$ cat src/rtl/sound_event_sequencer.sv
// Collision sound sequencer: edge-detects three collision sources, arbitrates them by
// fixed priority and plays one timed note (or a three-note bottom melody) per request.
module sound_event_sequencer #(
   parameter int NOTE_CYCLES = 5_000_000,
   parameter int GAP_CYCLES  = 1_000_000
) (
   input  logic       clk,
   input  logic       reset,
   input  logic       brikCollision,
   input  logic       hitBottom,
   input  logic [2:0] batCollision,
   output logic [3:0] toneIndex,
   output logic       soundOn,
   output logic       busy
);
   localparam int MAX_CYCLES = (NOTE_CYCLES > GAP_CYCLES) ? NOTE_CYCLES : GAP_CYCLES;
   localparam int CW         = $clog2(MAX_CYCLES);

   localparam logic [CW-1:0] NOTE_LAST  = CW'(NOTE_CYCLES - 1);
   localparam logic [CW-1:0] GAP_LAST   = CW'(GAP_CYCLES - 1);
   localparam logic [3:0]    TONE_BRICK = 4'd5;
   localparam logic [3:0]    TONE_BAT   = 4'd8;

   typedef enum logic [1:0] {
      IDLE = 2'd0,
      PLAY = 2'd1,
      GAP  = 2'd2
   } state_t;

   state_t        state_q, state_d;
   logic [CW-1:0] cnt_q, cnt_d;
   logic          mel_q, mel_d;
   logic [1:0]    note_idx_q, note_idx_d;
   logic [3:0]    tone_q, tone_d;
   logic          prev_brick_q, prev_bottom_q, prev_bat_q;
   logic          pend_brick_q, pend_bottom_q, pend_bat_q;
   logic          pend_brick_d, pend_bottom_d, pend_bat_d;

   logic bat_nz;
   logic ev_brick, ev_bottom, ev_bat;
   logic req_brick, req_bottom, req_bat;
   logic arbitrate, start_mel, accept_brick, accept_bat;

   // Melody notes descend 4, 2, 0.
   function automatic logic [3:0] melody_tone(input logic [1:0] idx);
      return 4'd4 - {1'b0, idx, 1'b0};
   endfunction

   assign bat_nz     = |batCollision;
   assign ev_brick   = brikCollision & ~prev_brick_q;
   assign ev_bottom  = hitBottom & ~prev_bottom_q;
   assign ev_bat     = bat_nz & ~prev_bat_q;
   assign req_brick  = pend_brick_q | ev_brick;
   assign req_bottom = pend_bottom_q | ev_bottom;
   assign req_bat    = pend_bat_q | ev_bat;

   // NOTE: sequential state uses non-blocking assignments so every register samples pre-edge values.
   always_ff @(posedge clk) begin
      if (reset) begin
         state_q       <= IDLE;
         cnt_q         <= '0;
         mel_q         <= 1'b0;
         note_idx_q    <= 2'd0;
         tone_q        <= 4'd0;
         prev_brick_q  <= 1'b0;
         prev_bottom_q <= 1'b0;
         prev_bat_q    <= 1'b0;
         pend_brick_q  <= 1'b0;
         pend_bottom_q <= 1'b0;
         pend_bat_q    <= 1'b0;
      end else begin
         state_q       <= state_d;
         cnt_q         <= cnt_d;
         mel_q         <= mel_d;
         note_idx_q    <= note_idx_d;
         tone_q        <= tone_d;
         prev_brick_q  <= brikCollision;
         prev_bottom_q <= hitBottom;
         prev_bat_q    <= bat_nz;
         pend_brick_q  <= pend_brick_d;
         pend_bottom_q <= pend_bottom_d;
         pend_bat_q    <= pend_bat_d;
      end
   end

   // NOTE: every signal written here gets a default first so no latch is inferred.
   always_comb begin
      state_d       = state_q;
      cnt_d         = cnt_q;
      mel_d         = mel_q;
      note_idx_d    = note_idx_q;
      tone_d        = tone_q;
      pend_brick_d  = pend_brick_q | ev_brick;
      pend_bottom_d = pend_bottom_q | ev_bottom;
      pend_bat_d    = pend_bat_q | ev_bat;
      arbitrate     = 1'b0;
      start_mel     = 1'b0;
      accept_brick  = 1'b0;
      accept_bat    = 1'b0;

      unique case (state_q)
         IDLE: arbitrate = 1'b1;
         PLAY: begin
            if (!mel_q && req_bottom) begin
               start_mel = 1'b1;
            end else if (cnt_q == NOTE_LAST) begin
               state_d = GAP;
               cnt_d   = '0;
            end else begin
               cnt_d = cnt_q + CW'(1);
            end
         end
         GAP: begin
            if (!mel_q && req_bottom) begin
               start_mel = 1'b1;
            end else if (cnt_q == GAP_LAST) begin
               if (mel_q && note_idx_q != 2'd2) begin
                  state_d    = PLAY;
                  cnt_d      = '0;
                  note_idx_d = note_idx_q + 2'd1;
                  tone_d     = melody_tone(note_idx_q + 2'd1);
               end else begin
                  mel_d     = 1'b0;
                  arbitrate = 1'b1;
               end
            end else begin
               cnt_d = cnt_q + CW'(1);
            end
         end
         default: state_d = IDLE;
      endcase

      if (arbitrate) begin
         cnt_d = '0;
         if (req_bottom) begin
            start_mel = 1'b1;
         end else if (req_brick) begin
            accept_brick = 1'b1;
            state_d      = PLAY;
            tone_d       = TONE_BRICK;
         end else if (req_bat) begin
            accept_bat = 1'b1;
            state_d    = PLAY;
            tone_d     = TONE_BAT;
         end else begin
            state_d = IDLE;
         end
      end

      // An accepted request is consumed; only a second, fresh event in that cycle re-arms it.
      if (accept_brick) pend_brick_d = pend_brick_q & ev_brick;
      if (accept_bat)   pend_bat_d   = pend_bat_q & ev_bat;

      if (start_mel) begin
         state_d       = PLAY;
         cnt_d         = '0;
         mel_d         = 1'b1;
         note_idx_d    = 2'd0;
         tone_d        = melody_tone(2'd0);
         pend_bottom_d = pend_bottom_q & ev_bottom;
         pend_brick_d  = 1'b0;
         pend_bat_d    = 1'b0;
      end
   end

   always_comb begin
      soundOn   = (state_q == PLAY);
      busy      = (state_q != IDLE);
      toneIndex = tone_q;
   end
endmodule

$ cat config.mk
export PLATFORM = sky130hd
export DESIGN_NAME = sound_event_sequencer
export DESIGN_NICKNAME = d
export VERILOG_FILES = /design/src/rtl/sound_event_sequencer.sv
export SDC_FILE = /design/constraint.sdc
export NUM_CORES = 1
export LEC_CHECK = 0
export ABC_AREA = 1
export CORE_MARGIN = 4
export CORE_UTILIZATION = 40
export CTS_CLUSTER_SIZE = 16
export DETAILED_ROUTE_END_ITERATION = 7
export SYNTH_ARGS = -nofsm -noshare
export SYNTH_HDL_FRONTEND = slang
export SYNTH_SLANG_ARGS = --single-unit
export TNS_END_PERCENT = 10
$ cat constraint.sdc
create_clock -name clk -period 2 [get_ports clk]
set_clock_uncertainty 0.05 [all_clocks]
set_input_delay 0.2 -clock clk [delete_from_list [all_inputs] [get_ports clk]]
set_output_delay 0.2 -clock clk [all_outputs]
set_load 0.1 [all_outputs]
---- Yosys cells after proc, flatten, opt, wreduce, memory -nomap -nowiden ----
Index checks and enable logic that the tools add are counted.
operators by class
  add/sub/neg operators ................... 3
  eq/ne operators ......................... 10
  mux-type cells .......................... 49
  bitwise logic cells ..................... 13
  reductions and logical operators ........ 15
operators by type and width
  kind                   count
  $mux 23                5
  $pmux 23 s2            1
  $mux 4                 8
  $mux 1                 25
  $add 23x1->23 const B  1
  $eq 23x20->1 const B   1
  $eq 23x23->1 const B   1
  $mux 2                 7
  $reduce_and 4->1       3
  $ne 2x2->1 const B     5
  $reduce_bool 2->1      4
  $and 1x1->1            6
  $pmux 2 s3             1
  $reduce_or 3->1        2
  $not 1->1              4
  $reduce_or 2->1        2
  $sub 3x3->4 const A    1
  $mux 3                 1
  $ne 3x3->1 const B     1
  $or 1x1->1             3
  $add 2x1->2 const B    1
  $eq 2x1->1 const B     1
  $eq 2x2->1 const B     1
  $logic_and 1x1->1      2
  other kinds (3)        3
storage, ports and cells
  bits in registers ....................... 38
  bits of input ports ..................... 7

---- Depth between registers and ports, before layout ----
  word-level depth ........................ 11
  depth in mapped cells ................... 12
  depth with buffers taken out ............ 12

---- Worst setup path before layout ----
No wires, ideal clock.
  path kind ............................... reg-to-reg
  start point ............................. reg state_q[1]
  end point ............................... reg cnt_q[9]
  arrival ................................. 2.236 ns
  data required time ...................... 1.838 ns
  setup slack ............................. -0.397 ns
  cell stages (with the launch flop) ...... 11
  buffers on the path ..................... 1
  clock period less this slack ............ 2.397 ns
  cell sequence ........................... dfxtp_1 -> inv_1 -> ha_1 -> inv_1 -> a22oi_4 -> nand2_4 -> buf_6 -> nor2_1 -> nand3_1 -> nand3_1 -> nor2_1
on the way
  longest elaborated chain between the ends .. 6
RTL lines
  item                       RTL line  text
  start: declaration         30        state_t state_q, state_d;
  start signal: assignment   72        state_q <= state_d;
  $eq 2x1->1 *               -
  named net soundOn          13        output logic soundOn,
  $reduce_or 2->1 (no line)  -
  $mux 1                     -
  $mux 1                     135       if (req_bottom) begin
  $mux 1                     133       if (arbitrate) begin
  $reduce_or 3->1 (no line)  -
  end signal: assignment     73        cnt_q <= cnt_d;
  end: declaration           31        logic [CW-1:0] cnt_q, cnt_d;
The timed path passes the listed nets; every way through them passes the cells marked *.
A chain may end at the register's enable or synchronous reset.

---- Worst setup path in the final report ----
  start point ............................. reg cnt_q[0]
  end point ............................... reg cnt_q[18]
on the way
  longest elaborated chain between the ends .. 6
RTL lines
  item
  branches (longest 6 deep; another with $add 23x1->23)
Several ways; the timed one is not identified. The select of a mux whose other input is x is not followed.

==> key figures <==
Timing
  • Period utilization: 96.3%
  • Final Slew Violations: 0
  • Fmax: 0.519 GHz
  • Worst-Margin Slew: 0.397 ns
  • Hold Vio Cnt, Final: 0
  • Relative slew slack: 73.3%
  • Hold Worst Slack: 0.386 ns
  • Tmin final: 1.93 ns
  • Setup-failing EPs final: 0
  • RSZ-0062 raised after global routing: true

Critical path
  • Cells along the critical path: ha_1 -> nand3_2 -> nor2_8 -> nand3_1 -> o21ai_2 -> nand2_4 -> nand2_1 -> nand2_1 -> nand2_1 -> nor2_1
  • Bufs and invs on worst path: 0
  • R2R setup slack: 0.07 ns
  • Crit path launch type: flip-flop
  • Crit. End Element: flip-flop
  • CP peak stage delay: 0.34 ns
  • WP data required: 2.14 ns
  • Critical-path top delay cell: dfxtp_1
  • Crit-path max FO: 10
  • FF-to-FF path depth: 10
  • Worst path arrival time: 2.07 ns
  • Worst r2r dst: cnt_q[18]
  • Critical Setup Path Class: flip-flop to flip-flop
  • Crit path top cell by count: nand2_1
  • Worst r2r src: cnt_q[0]
  • Delay-heaviest family, CP: simple AND/OR/NAND/NOR gates

Worst hold path
  • Hold Path Class: primary input to flip-flop
  • Min-Delay Endpoint: prev_bottom_q
  • Hold Crit Start: hitBottom
  • WHS Path Cells: 3

Global routing
  • Initial antenna violation count: 0
  • Largest net degree at the start of global routing: 24
  • Vias in the first global route: 2450
  • Grt ovf: 0
  • Total track usage: 18.4%
  • First-pass GRT wire length: 11000 µm

Clocking
  • CTS tree: built
  • Post-CTS setup buffers: 0
  • CTS buffer count: 5
  • Clock Tree Root: clkbuf_8
  • H-tree Lvls: 2
  • Clock tree buffer depth: 2
  • Clock latency on the worst-skew pair: 0.29 ns
  • Clk sinks: 38
  • Reg clk slew, reported paths: 0.08 ns

Pwr
  • Pwr dens: 612 mW/mm²
  • Peak VDD IR: 0.465 mV
  • Pleak: 1.29 nW

Floorplan
  • Die area: 0.00762 mm²
  • Cell Rows: 28
  • Core Box Area: 0.00603 mm²
  • Initial Util: 41.7%
  • Die height: 87.3 µm
  • Die Wd: 87.3 µm
  • I/O pin cnt: 13

Final layout
  • Area grow syn2layout: 18.7%
  • ANT cells: 0
  • Footprint of the multi-input gates: 0.00153 mm²
  • Register area: 761 µm²
  • Final cell count without fillers: 497
  • Nets@finish: 434
  • Most frequent cells in the layout: nand2_1 (99), nor2_1 (54), inv_1 (45)
  • Most common cell after layout, fill and taps aside: nand2_1
  • Fillers: 623
  • Final instance area: 0.00298 mm²
  • Share of cells above drive strength 1: 17.3%

Detailed routing
  • Drt first pass iters: 4
  • Drt drc: 0
  • Via density: 5.03
  • Vias: 2498
  • Routed wire length: 6360 µm
  • Initial DRC count: 100
  • Routed wl met2: 3100 µm
  • Post-route ant nets: 0
  • Routed wl met3: 211 µm
  • Top Layer Used: met4
  • Wire per inst: 12.8 µm
  • M1 WL: 2860 µm

Synth
  • Yosys Warn Count: 0
  • Post-synth EDFFs: 0
  • Mapped cell area: 0.00251 mm²
  • Register area share after synthesis: 30.3%
  • Mapped Cells: 387
  • Seq cells post-synth: 38
  • Avg Inst Size Synth: 6.50 µm²
  • Top FF cell, synth: dfxtp_1
  • Netlist cell types: 36
  • Net Count, Synth: 400
  • Asr flop ratio synth: 0%

Placed design
  • Buffers added on ports: 12
  • Placed insts: 489
  • Placed Area: 0.00285 mm²
  • Hpwl dp: 4990 µm
  • Gpl congestion: 0.912

Run
  • Max_cap viols: 0

Status
  • Status: finished clean
[tightest hold or removal path: cells and delay by family]
family / cells / cell delay (ns)
buf+inv: 2 / 0.46
simple gates: 1 / 0.04
[stage by stage]
step / worst slack, ns / utilization (%) / TNS [ns] / power [mW]
floorplan: 0.115 / - / 0 / 1.09
global placement: 0.122 / 47.3 / 0 / 1.18
detailed placement: 0.0851 / 47.3 / 0 / 1.18
CTS: 0.0639 / 49.1 / 0 / 1.84
global route: -0.0477 / 49.5 / -0.245 / 1.92
finish: 0.0734 / 49.5 / 0 / 1.83
[area by class of cell]
cell class              count  area share, %
multi-input cells         291           51.4
flip-flops and latches     38           25.5
repair buffers             33           9.77
inverters                  52           6.67
well taps                  75           3.14
clock buffers               7           2.56
clock inverters             1           1.01
[state kept, by name, summed over array words and instances, names as in the netlist, 2 cells and up]
signal      flops
state_q         2
note_idx_q      2
toneIndex       4
cnt_q          23
[Yosys cell counts, types with 2 or more instances]
master    number  area share, %
nand2_2        6            1.5
o21bai_1       2           0.60
inv_1         47            7.0
nand3_2        3            1.2
nand3_1       37            7.4
buf_6          5            2.2
inv_2          5           0.75
dfxtp_1       38             30
a21oi_1       18            3.6
nand2_4        3            1.3
nand2_1       99             15
nor3_1        12            2.4
nor3b_1        2           0.60
nor2_1        59            8.8
nand4_1       13            3.2
o211ai_1       3           0.90
nor2_4         2           0.90
ha_1           6            3.0
or2_2          3           0.75
or2_0          2           0.50
o21ai_0        7            1.4
[cell families (layout without fill, tap and decap cells)]
logic type | count (synthesis) | count (layout) | synth area share, %
AND/OR/NAND/NOR | 248 | 248 | 47.3
buffers and inverters | 58 | 93 | 10.2
flip-flops | 38 | 38 | 30.3
AO/OA/AOI/OAI | 35 | 35 | 8.56
adder cells (fa/ha/maj) | 6 | 6 | 2.99
XOR/XNOR | 2 | 2 | 0.697
[power breakdown]
part	leakage, nW	internal [mW]	total (mW)	switching [mW]
logic	0.930	0.126	0.382	0.256
clock network	0.0524	0.374	0.660	0.287
registers	0.308	0.776	0.785	0.00861
[worst max path at each step]
stage / from / to / cells after the start
CTS: state_q[0] / cnt_q[9] / 11
floorplan: state_q[0] / cnt_q[17] / 8
global placement: hitBottom / cnt_q[3] / 12
detailed placement: hitBottom / cnt_q[13] / 12
global route: cnt_q[0] / cnt_q[18] / 10
finish: cnt_q[0] / cnt_q[18] / 10
[what timing repair did]
action                                 4_1_cts  5_1_grt
setup endpoints to repair                    0       17
endpoints found under the hold margin        0        0
hold buffers                                 0        0
gates resized for setup                      0        9
[routing by layer]
metal / up-vias / global-route usage [%]
li1: 1313 / -
met3: 18 / 3.22
met1: 1122 / 22.5
met4: 0 / 7.67
met2: 45 / 31.6
met5: - / 0
No activity file was read; power rests on OpenSTA's default activity.
